**config.mk**
```make
export PLATFORM = sky130hd
export DESIGN_NAME = mem_bus_ctrl
export DESIGN_NICKNAME = d
export VERILOG_FILES = /design/src/rtl/mem_bus_ctrl.sv
export SDC_FILE = /design/constraint.sdc
export NUM_CORES = 1
export LEC_CHECK = 0
export CORE_ASPECT_RATIO = 1.4
export CORE_MARGIN = 2
export CORE_UTILIZATION = 42
export DETAILED_ROUTE_END_ITERATION = 8
export HOLD_SLACK_MARGIN = 0.06
export PLACE_DENSITY = 0.8
export SLEW_MARGIN = 15
export SYNTH_ARGS = -nofsm -noshare
export SYNTH_HDL_FRONTEND = slang
export SYNTH_SLANG_ARGS = --single-unit
```
**constraint.sdc**
```tcl
create_clock -name clk -period 2.5 [get_ports clk]
set_clock_uncertainty 0.2 [all_clocks]
set_input_delay 0.375 -clock clk [delete_from_list [all_inputs] [get_ports clk]]
set_output_delay 0.375 -clock clk [all_outputs]
set_load 0.01 [all_outputs]
```
**src/rtl/mem_bus_ctrl.sv**
```systemverilog
// mem_bus_ctrl: CPU-side memory/I/O bus controller.
//
// Decodes CPU byte addresses into RAM (0..IO_BASE-1), NDEV 16-byte peripheral
// slots starting at IO_BASE, and an unmapped remainder. Each access runs
// IDLE -> [WAIT] -> XFER -> RESP -> ACK. The number of WAIT cycles is set per
// region. Read data is registered into cpu_rdata.
//
// Optional feature, selected by the macro BIOS_OVERLAY_EN:
//   While the overlay is active, reads below BIOS_SIZE come from bios_rdata.
//   Writes there still go to RAM. The overlay switches off permanently (until
//   reset) at the first access to addr >= BIOS_SIZE. When the macro is
//   undefined, bios_active is held at 0 and bios_rdata is never selected.
//
// Ports:
//   clk, rst_n                        clock, async active-low reset
//   cpu_req/we/be/addr/wdata          CPU request (req is sampled in IDLE only)
//   cpu_rdata, cpu_ack, cpu_err       registered read data, completion pulse,
//                                     unmapped-access flag
//   ram_addr/wdata/be/we, ram_rdata   word-addressed RAM, 1-cycle read latency
//   bios_rdata                        boot ROM data, 1-cycle read latency
//   dev_sel/addr/wdata/we/re          peripheral slot bus
//   dev_rdata                         per-slot byte read data, 1-cycle latency
//   bios_active                       overlay status
module mem_bus_ctrl #(
  parameter int              AW           = 16,
  parameter logic [AW-1:0]   IO_BASE      = AW'(16'hff80),
  parameter int              NDEV         = 2,
  parameter logic [AW-1:0]   BIOS_SIZE    = AW'(16'h0800),
  parameter int              RAM_WS       = 0,
  parameter int              IO_WS        = 1,
  parameter logic [15:0]     UNMAPPED_VAL = 16'hcafe
) (
  input  logic              clk,
  input  logic              rst_n,
  input  logic              cpu_req,
  input  logic              cpu_we,
  input  logic              cpu_be,
  input  logic [AW-1:0]     cpu_addr,
  input  logic [15:0]       cpu_wdata,
  output logic [15:0]       cpu_rdata,
  output logic              cpu_ack,
  output logic              cpu_err,
  output logic [AW-2:0]     ram_addr,
  output logic [15:0]       ram_wdata,
  output logic [1:0]        ram_be,
  output logic              ram_we,
  input  logic [15:0]       ram_rdata,
  input  logic [15:0]       bios_rdata,
  output logic [NDEV-1:0]   dev_sel,
  output logic [3:0]        dev_addr,
  output logic [7:0]        dev_wdata,
  output logic              dev_we,
  output logic              dev_re,
  input  logic [8*NDEV-1:0] dev_rdata,
  output logic              bios_active
);

  typedef enum logic [2:0] {S_IDLE, S_WAIT, S_XFER, S_RESP, S_ACK} state_t;
  typedef enum logic [1:0] {R_RAM, R_BIOS, R_DEV, R_NONE} region_t;

  state_t          state, state_d;
  region_t         rgn_q, rgn_d;
  logic [3:0]      cnt_q, ws_d;
  logic            we_q, be_q;
  logic [AW-1:0]   addr_q;
  logic [15:0]     wdata_q;
  logic [NDEV-1:0] sel_q, sel_d;
  logic            busy, mem_rgn;
  logic [AW-1:0]   io_off;
  logic            ram_hit, io_hit, bios_hit;
  logic [7:0]      dev_byte;
  logic [15:0]     mem_word, rdata_fmt;

  // ---------------- decode of the live CPU address ----------------
  assign ram_hit = cpu_addr < IO_BASE;
  assign io_off  = cpu_addr - IO_BASE;
  // io_off is only meaningful when the address is above IO_BASE.
  assign io_hit  = !ram_hit && ({1'b0, io_off} < (AW+1)'(16*NDEV));

`ifdef BIOS_OVERLAY_EN
  logic bios_q;
  always_ff @(posedge clk or negedge rst_n)
    if (!rst_n)
      bios_q <= 1'b1;
    else if (state == S_IDLE && cpu_req && cpu_addr >= BIOS_SIZE)
      bios_q <= 1'b0;
  assign bios_active = bios_q;
  assign bios_hit    = bios_q && (cpu_addr < BIOS_SIZE);
`else
  assign bios_active = 1'b0;
  assign bios_hit    = 1'b0;
`endif

  always_comb begin
    sel_d = '0;
    for (int i = 0; i < NDEV; i++)
      sel_d[i] = io_hit && (io_off[AW-1:4] == (AW-4)'(i));
    rgn_d = R_NONE;
    ws_d  = 4'd0;
    // Overlay only diverts reads; shadow writes land in RAM.
    if (bios_hit && !cpu_we) begin
      rgn_d = R_BIOS;
      ws_d  = 4'(RAM_WS);
    end else if (ram_hit) begin
      rgn_d = R_RAM;
      ws_d  = 4'(RAM_WS);
    end else if (io_hit) begin
      rgn_d = R_DEV;
      ws_d  = 4'(IO_WS);
    end
  end

  // ---------------- FSM ----------------
  always_comb begin
    state_d = state;
    case (state)
      S_IDLE: if (cpu_req) state_d = (ws_d != 4'd0) ? S_WAIT : S_XFER;
      S_WAIT: if (cnt_q == 4'd1) state_d = S_XFER;
      S_XFER: state_d = S_RESP;
      S_RESP: state_d = S_ACK;
      S_ACK:  state_d = S_IDLE;
      default: state_d = S_IDLE;
    endcase
  end

  always_ff @(posedge clk or negedge rst_n) begin
    if (!rst_n) begin
      state     <= S_IDLE;
      rgn_q     <= R_NONE;
      cnt_q     <= 4'd0;
      we_q      <= 1'b0;
      be_q      <= 1'b0;
      addr_q    <= '0;
      wdata_q   <= '0;
      sel_q     <= '0;
      cpu_rdata <= '0;
    end else begin
      state <= state_d;
      case (state)
        S_IDLE: if (cpu_req) begin
          we_q    <= cpu_we;
          be_q    <= cpu_be;
          addr_q  <= cpu_addr;
          wdata_q <= cpu_wdata;
          rgn_q   <= rgn_d;
          sel_q   <= sel_d;
          cnt_q   <= ws_d;
        end
        S_WAIT: cnt_q <= cnt_q - 4'd1;
        S_RESP: if (!we_q) cpu_rdata <= rdata_fmt;
        default: ;
      endcase
    end
  end

  // ---------------- read data formatting (RESP) ----------------
  always_comb begin
    dev_byte = 8'h00;
    for (int i = 0; i < NDEV; i++)
      if (sel_q[i]) dev_byte = dev_rdata[8*i +: 8];
    mem_word = (rgn_q == R_BIOS) ? bios_rdata : ram_rdata;
    if (rgn_q == R_DEV)       rdata_fmt = {8'h00, dev_byte};
    else if (rgn_q == R_NONE) rdata_fmt = UNMAPPED_VAL;
    else if (be_q)            rdata_fmt = {8'h00, addr_q[0] ? mem_word[7:0] : mem_word[15:8]};
    else                      rdata_fmt = mem_word;
  end

  // ---------------- bus outputs ----------------
  assign busy      = state != S_IDLE;
  assign mem_rgn   = (rgn_q == R_RAM) || (rgn_q == R_BIOS);
  assign ram_addr  = busy ? addr_q[AW-1:1] : '0;
  assign dev_addr  = busy ? addr_q[3:0]    : 4'd0;
  assign dev_sel   = busy ? sel_q          : '0;
  assign dev_wdata = busy ? wdata_q[7:0]   : 8'h00;

  // Odd byte address is the low lane.
  assign ram_be    = !be_q ? 2'b11 : (addr_q[0] ? 2'b01 : 2'b10);
  assign ram_wdata = !be_q ? wdata_q :
                     (addr_q[0] ? {8'h00, wdata_q[7:0]} : {wdata_q[7:0], 8'h00});

  assign ram_we  = (state == S_XFER) && we_q && mem_rgn;
  assign dev_we  = (state == S_XFER) && we_q && (rgn_q == R_DEV);
  assign dev_re  = (state == S_XFER) && !we_q && (rgn_q == R_DEV);
  assign cpu_ack = state == S_ACK;
  assign cpu_err = cpu_ack && (rgn_q == R_NONE);

endmodule

```
==> results.cfg <==
[status]
outcome = completed

[global_route]
grt.total_usage = 0.242
grt_pass1_wl_um = 16200
antenna_found_initial = 0
grt_pass1_vias = 3270
grt_max_degree = 32
grt_overflow_total = 0

[synth]
netlist_top_cells_area = dfrtp_1, mux2_2, nor2b_1
yosys.area_share.simple = 0.201
synthCells = 345
yosysTopAreaCell = dfrtp_1
yosysSeqAreaShare = 0.450
ys_seq_elements = 61
syn_area_mm2 = 0.00339
netlist.area_leader.share = 0.435
synth_top_flop_cell = dfrtp_1
synth_compound_area_frac = 0.143
synth.distinct_cells = 50
synth_top_family_by_area = simple AND/OR/NAND/NOR gates
yosysMostFrequentCell = dfrtp_1
muxShareOfSynthArea = 0.135
syn_avg_cell_area_um2 = 9.84
yosys_warnings = 0
synth_async_sr_flop_share = 1.00
synth-edff-count = 0
synthAdderAreaFrac = 0.0111
synth_xor_area_frac = 0.00774
synth_fp_nets = 433
synth_commonest_cells = dfrtp_1, nand2_1, nor2b_1

[route]
wl_per_cell_um = 16.8
drc = 0
drt_iter0_drc = 114
firstDrtPassIters = 4
viasPerCell = 5.24
wl_um = 10200
vias = 3183
ant_nets = 0

[sta]
period_minus_slack_ns = 2.42
fin_setup_tns_ns = 0
relSlewSlack = 0.367
post-route-period-util = 0.970
drv_slew = 0
worst_pin_slew_ns = 0.948
fin_ws_ns = 0.0762
final-hold-violation-count = 0
fmax_mhz = 413
finalSetupViolCount = 0

[pwr]
ir_drop_mv = 0.718
total_power_w = 0.00597
cellLeakagePower_nw = 2.23
combinationalPowerShare = 0.580
switching_share = 0.361
clock_power_share = 0.124
p_int_w = 0.00381
powerDensity_mw_per_mm2 = 1120
pwr-share-seq = 0.296
p_switching_w = 0.00216

[worst_setup_path]
crit_required_ns = 1.92
ff2ff_path_depth = 5
crit_path_end_kind = output port
path_max_fanout = 6
cp-start-kind = flip-flop
worst-setup-path-type = reg2out
critPathArrivalTime_ns = 1.85

[placed_design]
hpwl_um = 7620
dpl_cell_area_mm2 = 0.00504
gp_congestion = 0.929
io_buffer_count = 152
pre_cts_ws_ns = -0.114

[floorplan]
initial_core_util = 0.435
coreArea_mm2 = 0.00780
die-area_mm2 = 0.00883
rows = 38
die_width_um = 80.0
ioPinCount = 154
die_height_um = 110

[clock_tree]
clkTransAtPathRegs_ns = 0.06
cts_buffers = 9
clockBufferDepth = 2
clock-sinks = 61
h-tree-depth = 3
insertion_delay_ns = 0.33
root_buffer = clkbuf_8
cts_tree = done

[finish]
area_delta_synth_final_pct = 56.7
final_cell_area_mm2 = 0.00532
drive_above_1_share = 0.154
fin_util = 0.682
fin_nets = 591
diodes = 0

[run]
maxCapViolCount = 0

[worst_hold_path]
hold_path_depth = 2
min_path_type = reg2reg
## metrics by stage
step | hold slack, ns | std cells
6_report | 0.277 | 608
4_1_cts | 0.276 | 601
2_1_floorplan | -0.121 | 345
5_1_grt | 0.305 | 608
3_5_place_dp | 0.180 | 584
3_3_place_gp | 0.179 | 584
## logic make-up after synthesis
logic type                 count (synthesis)
DFF                                       61
adders and majority gates                  3
AOI/OAI and AO/OA                         76
other                                      1
and+or+nand+nor                          122
xor gates and xnor gates                   3
buffers and inverters                     40
muxes                                     39
## flip-flops by register name, summed over array words and instances (netlist names)
signal     flops
addr_q        16
cpu_rdata     16
wdata_q       16
cnt_q          4
state          3
rgn_q          2
sel_q          2
be_q           1
we_q           1
## critical path: stages, from the launching register on
cell             delay, ns
dfrtp_2               0.45
nand2b_1              0.23
nor2_1                0.12
nand2_1               0.08
nor2_1                0.09
clkdlybuf4s50_1       0.55
## routing by layer
| metal | GRT usage | part of all wire |
|---|---|---|
| met5 | 0 | 0 |
| met1 | 0.263 | 0.38 |
| met3 | 0.0611 | 0.059 |
| met4 | 0.105 | 0.026 |
| met2 | 0.440 | 0.53 |
## power groups by stage
stage               Sequential, W  Clock (W)  Combinational (W)
finish                    0.00176   0.000743            0.00346
global route              0.00183   0.000810            0.00375
CTS                       0.00176   0.000770            0.00337
detailed placement        0.00177          0            0.00333
global placement          0.00175          0            0.00329
floorplan                 0.00173          0            0.00161
## cell usage in the layout, fill, tap and decap left out, types with 2 or more instances in the layout
cell type / n
dfrtp_1: 56
o21a_1: 5
dlygate4sd2_1: 2
a211oi_1: 6
a21oi_1: 7
clkinv_2: 2
ha_1: 3
dfrtp_2: 3
a221o_1: 6
or2_2: 2
mux2_2: 25
and3_2: 2
buf_4: 16
nand3_1: 5
mux4_2: 3
nand3b_1: 3
nor2b_1: 34
and2_1: 9
o211ai_1: 4
nor2_1: 9
mux2i_1: 11
clkdlybuf4s50_1: 145
dlymetal6s2s_1: 4
nand2b_1: 3
o21ai_0: 34
inv_1: 12
nand2_1: 41
xnor2_1: 2
dfstp_2: 2
buf_12: 3
o31ai_1: 6
clkbuf_1: 4
a31oi_1: 3
clkbuf_8: 10
## path summary, 6_finish.rpt
kind | endpoint | startpoint | slack [ns]
setup / recovery | ram_we | state[0]$_DFFE_PN0P_ | 0.08
max in group asynchronous | rgn_q[1]$_DFFE_PN1P_ | rst_n | 0.96
min in group asynchronous | cpu_rdata[12]$_DFFE_PN0P_ | rst_n | 0.36
hold reg to reg | cpu_rdata[0]$_DFFE_PN0P_ | cpu_rdata[0]$_DFFE_PN0P_ | 0.28
setup reg to reg | cpu_rdata[1]$_DFFE_PN0P_ | rgn_q[0]$_DFFE_PN1P_ | 0.18
hold / removal | cpu_rdata[0]$_DFFE_PN0P_ | cpu_rdata[0]$_DFFE_PN0P_ | 0.28
## area by class of cell
type,instances,area [µm²]
clock buffer,14,153
multi-input combinational,244,1700
clock inverter,2,10.0
fill,630,2480
timing repair buffer,174,1750
sequential,61,1530
inverter,13,48.8
tap,100,125
## timing repair
action,4_1_cts,5_1_grt
pin swaps,0,1
endpoints found under the setup margin,4,32
hold buffers,1,0
endpoints found under the hold margin,21,0
cloned,0,1
resized for setup,9,7
buffers inserted,0,6
(Power assumes the default switching activity.)
